--- src/rtl/asg_pkg.sv ---
// Shared constants and sizing helper for the alternating step generator
// and its downstream stages.
package asg_pkg;

  localparam int ASG_WORD_WIDTH = 8;
  localparam int ASG_REP_LIMIT  = 32;

  // Bits needed for a counter that must hold every value 0..max_val.
  function automatic int asg_cnt_width(input int max_val);
    if (max_val < 2) begin
      return 1;
    end else begin
      return $clog2(max_val + 1);
    end
  endfunction

endpackage

--- src/rtl/asg_byte_packer_if.sv ---
// Word stream from the byte packer to its consumer (valid/ready handshake).
interface asg_byte_packer_if
  import asg_pkg::*;
#(
  parameter int WIDTH = ASG_WORD_WIDTH
);

  logic [WIDTH-1:0] word_data;
  logic             word_valid;
  logic             word_ready;

  modport master (
    output word_data,
    output word_valid,
    input  word_ready
  );

  modport slave (
    input  word_data,
    input  word_valid,
    output word_ready
  );

endinterface

--- src/rtl/asg_rep_monitor.sv ---
// Repetition-count health test on the consumed keystream bits; raises a
// sticky flag after REP_LIMIT identical consecutive bits.
module asg_rep_monitor
  import asg_pkg::*;
#(
  parameter int REP_LIMIT = ASG_REP_LIMIT
) (
  input  logic clk,
  input  logic rst_n,
  input  logic consume,
  input  logic bit_in,
  input  logic clear,
  output logic stuck
);

  localparam int            RW      = asg_cnt_width(REP_LIMIT);
  localparam logic [RW-1:0] REP_MAX = RW'(REP_LIMIT);
  localparam logic [RW-1:0] REP_ONE = RW'(1);

  logic [RW-1:0] rep_r;
  logic [RW-1:0] rep_inc_s;
  logic [RW-1:0] rep_nxt_s;
  logic          last_r;
  logic          last_nxt_s;
  logic          stuck_r;
  logic          stuck_nxt_s;
  logic          trip_s;

  // Next-state: saturating run length, trip detection, clear (trip wins for stuck).
  always_comb begin
    rep_inc_s   = rep_r;
    rep_nxt_s   = rep_r;
    last_nxt_s  = last_r;
    trip_s      = 1'b0;
    stuck_nxt_s = stuck_r;

    if (bit_in == last_r) begin
      if (rep_r < REP_MAX) begin
        rep_inc_s = rep_r + REP_ONE;
      end else begin
        rep_inc_s = REP_MAX;
      end
    end else begin
      rep_inc_s = REP_ONE;
    end

    if (consume) begin
      trip_s     = (rep_inc_s == REP_MAX);
      last_nxt_s = bit_in;
      rep_nxt_s  = clear ? {RW{1'b0}} : rep_inc_s;
    end else begin
      trip_s     = 1'b0;
      last_nxt_s = last_r;
      rep_nxt_s  = clear ? {RW{1'b0}} : rep_r;
    end

    stuck_nxt_s = trip_s | (stuck_r & ~clear);
  end

  // Health-test state registers.
  always_ff @(posedge clk or negedge rst_n) begin
    if (!rst_n) begin
      rep_r   <= {RW{1'b0}};
      last_r  <= 1'b0;
      stuck_r <= 1'b0;
    end else begin
      rep_r   <= rep_nxt_s;
      last_r  <= last_nxt_s;
      stuck_r <= stuck_nxt_s;
    end
  end

  assign stuck = stuck_r;

endmodule

--- src/rtl/asg_byte_packer.sv ---
// Consumes ASG keystream bits, packs them MSB-first into WIDTH-bit words on
// a valid/ready stream, and back-pressures the generator when the slot is full.
module asg_byte_packer
  import asg_pkg::*;
#(
  parameter int WIDTH     = ASG_WORD_WIDTH,
  parameter int REP_LIMIT = ASG_REP_LIMIT
) (
  input  logic                      clk,
  input  logic                      rst_n,
  input  logic                      run,
  input  logic                      asg_bit,
  output logic                      asg_enable,
  asg_byte_packer_if.master         word_if,
  input  logic                      clear_stuck,
  output logic                      stuck
);

  localparam int            CW       = asg_cnt_width(WIDTH - 1);
  localparam logic [CW-1:0] CNT_LAST = CW'(WIDTH - 1);
  localparam logic [CW-1:0] CNT_ONE  = CW'(1);

  logic [WIDTH-2:0] sh_r;
  logic [WIDTH-2:0] sh_nxt_s;
  logic [CW-1:0]    cnt_r;
  logic [CW-1:0]    cnt_nxt_s;
  logic [WIDTH-1:0] data_r;
  logic [WIDTH-1:0] data_nxt_s;
  logic             valid_r;
  logic             valid_nxt_s;
  logic [WIDTH-1:0] shifted_s;
  logic             stall_s;
  logic             consume_s;
  logic             complete_s;

  // Stall/consume decision and next state of the packer.
  always_comb begin
    shifted_s   = {sh_r, asg_bit};
    stall_s     = (cnt_r == CNT_LAST) && valid_r && !word_if.word_ready;
    consume_s   = rst_n && run && !stall_s;
    complete_s  = consume_s && (cnt_r == CNT_LAST);
    sh_nxt_s    = sh_r;
    cnt_nxt_s   = cnt_r;
    data_nxt_s  = data_r;
    valid_nxt_s = valid_r;

    // Completing a word may overwrite the slot: stall guarantees it is empty or draining.
    if (complete_s) begin
      data_nxt_s  = shifted_s;
      valid_nxt_s = 1'b1;
      cnt_nxt_s   = {CW{1'b0}};
    end else if (consume_s) begin
      sh_nxt_s    = shifted_s[WIDTH-2:0];
      cnt_nxt_s   = cnt_r + CNT_ONE;
      valid_nxt_s = valid_r && !word_if.word_ready;
    end else begin
      valid_nxt_s = valid_r && !word_if.word_ready;
    end
  end

  // Packer state and registered output slot.
  always_ff @(posedge clk or negedge rst_n) begin
    if (!rst_n) begin
      sh_r    <= {(WIDTH-1){1'b0}};
      cnt_r   <= {CW{1'b0}};
      data_r  <= {WIDTH{1'b0}};
      valid_r <= 1'b0;
    end else begin
      sh_r    <= sh_nxt_s;
      cnt_r   <= cnt_nxt_s;
      data_r  <= data_nxt_s;
      valid_r <= valid_nxt_s;
    end
  end

  asg_rep_monitor #(
    .REP_LIMIT (REP_LIMIT)
  ) u_rep_monitor (
    .clk     (clk),
    .rst_n   (rst_n),
    .consume (consume_s),
    .bit_in  (asg_bit),
    .clear   (clear_stuck),
    .stuck   (stuck)
  );

  assign asg_enable         = consume_s;
  assign word_if.word_data  = data_r;
  assign word_if.word_valid = valid_r;

endmodule

--- src/flat_wrapper.sv ---
// flat-port wrapper written by rule: the top's interface ports become plain ports
module asg_byte_packer_flat import asg_pkg::*;
#(
  parameter int WIDTH     = ASG_WORD_WIDTH,
  parameter int REP_LIMIT = ASG_REP_LIMIT
)
  (clk, rst_n, run, asg_bit, asg_enable, clear_stuck, stuck, word_if_word_data, word_if_word_valid, word_if_word_ready);
  asg_byte_packer_if #(.WIDTH(WIDTH)) word_if_i ();
  input  logic clk;
  input  logic rst_n;
  input  logic run;
  input  logic asg_bit;
  output logic asg_enable;
  input  logic clear_stuck;
  output logic stuck;
  output wire logic [$bits(word_if_i.word_data)-1:0] word_if_word_data;
  output wire logic [$bits(word_if_i.word_valid)-1:0] word_if_word_valid;
  input wire logic [$bits(word_if_i.word_ready)-1:0] word_if_word_ready;
  assign word_if_word_data = word_if_i.word_data;
  assign word_if_word_valid = word_if_i.word_valid;
  assign word_if_i.word_ready = word_if_word_ready;
  asg_byte_packer #(.WIDTH(WIDTH), .REP_LIMIT(REP_LIMIT)) u_core (.clk(clk), .rst_n(rst_n), .run(run), .asg_bit(asg_bit), .asg_enable(asg_enable), .word_if(word_if_i), .clear_stuck(clear_stuck), .stuck(stuck));
endmodule
--- config.mk ---
export PLATFORM = sky130hd
export DESIGN_NAME = asg_byte_packer_flat
export DESIGN_NICKNAME = d
export VERILOG_FILES = /design/src/rtl/asg_pkg.sv /design/src/rtl/asg_byte_packer_if.sv /design/src/rtl/asg_rep_monitor.sv /design/src/rtl/asg_byte_packer.sv /design/src/flat_wrapper.sv
export SDC_FILE = /design/constraint.sdc
export NUM_CORES = 1
export LEC_CHECK = 0
export ABC_AREA = 1
export BUFFER_PORTS_ARGS = -buffer_cell sky130_fd_sc_hd__buf_4
export CAP_MARGIN = 10
export CORE_MARGIN = 4
export CORE_UTILIZATION = 60
export CTS_CLUSTER_SIZE = 40
export DETAILED_ROUTE_END_ITERATION = 8
export HOLD_SLACK_MARGIN = 0.15
export PLACE_DENSITY = 0.88
export SLEW_MARGIN = 20
export SYNTH_ARGS = -nofsm -noshare
export SYNTH_HDL_FRONTEND = slang
export SYNTH_HIERARCHICAL = 1
export SYNTH_SLANG_ARGS = --single-unit
export TNS_END_PERCENT = 5
--- constraint.sdc ---
create_clock -name clk -period 4.5 [get_ports clk]
set_input_delay 0.9 -clock clk [delete_from_list [all_inputs] [get_ports clk]]
set_output_delay 0.9 -clock clk [all_outputs]
set_load 0.01 [all_outputs]
==> key figures <==
Outcome
  – Outcome: complete, no violations

Pwr
  – Combinational power share: 0.261
  – Seq pwr share: 0.569
  – Cell Pwr Density: 396.9 nW/um2
  – Clock Power Share: 0.170
  – Leak Pwr: 0.7936 nW
  – Internal Power: a little under 0.0004 W
  – Peak VDD IR: 0.3030 mV
  – Switch Pwr: ~0.00019 W
  – Switch share: 0.3249

Floorplan
  – FP Rows: 16
  – Die ar.: ~3000 um2
  – CORE AREA: between 2000 and 2500 um2
  – IO Count: 17
  – Die Y: 55.17 um
  – Die X-Extent: about 55 um
  – Starting Density: 0.6538

Layout
  – Layout cells sized above 1: 0.1734
  – Most frequent cells in the layout: 56 x nand2_1, 27 x dfrtp_1, 21 x nand3_1
  – Antenna fix cells: 0
  – Commonest non-fill, non-tap cell in the layout: nand2_1
  – Net count, final: around 180
  – Area Growth Syn to Fin: 10.97%
  – Fin cells: 200

Timing
  – Post-route setup slack: 1493 ps
  – Final setup TNS: 0 ps
  – RSZ-0062 raised after global routing: false
  – Pins Over Slew Limit: 0
  – Finish-stage setup viols: 0
  – Worst-Margin Slew: slightly below 500 ps
  – F_max: between 300 and 400 MHz
  – Tmin final: 3007 ps
  – Slew headroom: 0.6740
  – Layout Skew: 4.895 ps
  – Final period util: 0.6682
  – Hold Fails Final Rpt: 0

Global routing
  – Gr usage total: 0.2049
  – Number of global-route vias before repair: roughly 1.0k
  – Largest net degree at the start of global routing: 29
  – First-pass GRT wire length: around 4.4 mm
  – Initial antenna violation count: 0
  – Total congestion overflow: 0

Critical path
  – Required @ worst endpoint: around 3600 ps
  – CP Max Fanout: 28
  – Crit Path Class: input pin to primary output
  – Critical Path End Type: primary output
  – Startpoint type of the worst setup path: input pin
  – Critical Path Source: rst_n
  – R2R Path Start: u_core/cnt_r[0]$_DFFE_PN0P_
  – WP data arrival: about 2100 ps

Route
  – DR vias: 1,106
  – WL/cell: between 10 and 15 um
  – 1st-pass router iterations: 4
  – Post-route DRC: 0
  – Starting DRT DRC Count: 17
  – Routed Antenna Nets: 0
  – Avg Vias per Cell: between 5 and 6
  – Final wirelength: roughly 2.6 mm

Logic synthesis
  – Mapped Cells: around 160
  – Yosys warnings: 6
  – Flops & latches, synth: 27
  – Library cells used by synthesis: 21
  – Netlist Area Pre-Place: 1335 um2
  – Sequential share of the synthesized area: 0.5061
  – Net Count, Synth: 166
  – Avg Cell Area, Syn: 8.503 um2

Place
  – Port Buffer Count: 16
  – Routability congestion estimate: around 0.86
  – Dpl cells: 196
  – Worst slack, placed: between 1000 and 1500 ps
  – Post-DP HPWL: slightly below 2 mm

CTS
  – CTS tree: built
  – # resized after CTS: 0
  – Worst skew pair latency: 310 ps
  – Cts bufs inserted: 3
  – Clock-pin slew on the worst setup and hold paths: ~140 ps
  – Clock tree root driver cell: clkbuf_4
  – Clock sinks: 27
  – Max Root-Sink Buffers: 2
  – H-tree depth: 1
  – Post-CTS Setup Inserts: 0
  – Post-cts hold buffer count: 0

Hold path
  – Worst Hold Class: input pin to async pin

Job
  – Max cap viols: 0
synthesized netlist by cell type:
cell       n  area [um2]
a21oi_1    1       5.000
a21oi_2    1       8.760
buf_2      1       5.000
buf_4      1       7.510
buf_6      2       22.52
clkinv_1   1       3.750
dfrtp_1   27       675.7
ha_1       3       37.54
inv_1     10       37.54
inv_2      4       15.01
nand2_1   56       210.2
nand2_4    2       22.52
nand3_1   21       105.1
nand3_4    2       35.03
nand3b_1   1       7.510
nand4_1   10       62.56
nor2_1     7       26.28
nor2_4     1       11.26
o21ai_0    4       20.02
o31ai_1    1       7.510
o32ai_1    1       8.760
per-layer routing:
layer	vias up	routed length [um]	GRT usage
met3	2	161	0.03753
li1	554	-	-
met1	509	1214	0.2830
met5	-	0	0
met4	0	12	0.05263
met2	41	1217	0.3327
worst max-delay path, cell delays in order:
cell	delay, ps
buf_4	300
nand2_1	110
inv_2	280
nand2_4	100
inv_1	220
buf_4	180
state kept, by name, indices dropped and copies added, names as in the netlist:
register and flops:
u_core/word_if.word_valid 1, u_core/cnt_r 3, u_core/u_rep_monitor/stuck 1, u_core/u_rep_monitor/last_r 1, u_core/word_if.word_data 8, u_core/u_rep_monitor/rep_r 6
u_core/sh_r 7
final timing paths:
kind | cells after the start | slack, ps | to
setup / recovery | 6 | 1490 | asg_enable
hold / removal | 1 | 470 | u_core/cnt_r[2]$_DFFE_PN0P_
setup reg to reg | 11 | 2450 | u_core/u_rep_monitor/stuck$_DFF_PN0_
hold reg to reg | 2 | 490 | u_core/sh_r[6]$_DFFE_PN0P_
max in group asynchronous | 1 | 3780 | u_core/sh_r[6]$_DFFE_PN0P_
min in group clk | 2 | 490 | u_core/sh_r[6]$_DFFE_PN0P_
final cells by class:
class / count / area, um2
clock buffers: 3 / 22.52
clock inverters: 1 / 5.005
fillers: 180 / 560.5
inverters: 15 / 56.30
multi-input cells: 111 / 568.0
flip-flops and latches: 27 / 675.6
well taps: 27 / 33.78
repair buffers: 16 / 120.1
metrics by stage:
step | hold slack [ps] | utilization | instance area, um2 | total power [W]
after floorplan | 442.2 | - | 1335 | 0.0004241
after global placement | 456.8 | 0.7120 | 1454 | 0.0004829
after detailed placement | 460.8 | 0.7120 | 1454 | 0.0004939
after CTS | 474.6 | 0.7255 | 1481 | 0.0005924
after global routing | 469.4 | 0.7255 | 1481 | 0.0006316
final | 469.4 | 0.7255 | 1481 | 0.0005879
power by group through the flow:
stage | logic [W] | registers (W) | clock network [W]
after floorplan | 0.0000810 | 0.000343 | 0
after global placement | 0.000146 | 0.000337 | 0
after detailed placement | 0.000155 | 0.000339 | 0
after CTS | 0.000155 | 0.000335 | 0.000102
after global routing | 0.000175 | 0.000344 | 0.000113
final | 0.000153 | 0.000335 | 0.0000998
kinds of logic (layout without fill, tap and decap cells):
group	count (synthesis)	count (layout)	share of synthesized area
DFF	27	27	0.5061
AOI/OAI and AO/OA	8	8	0.03749
and+or+nand+nor	100	100	0.3599
adders and majority gates	3	3	0.02812
buffers and inverters	19	35	0.06841
Note: power is estimated with default switching activity, not from simulation.
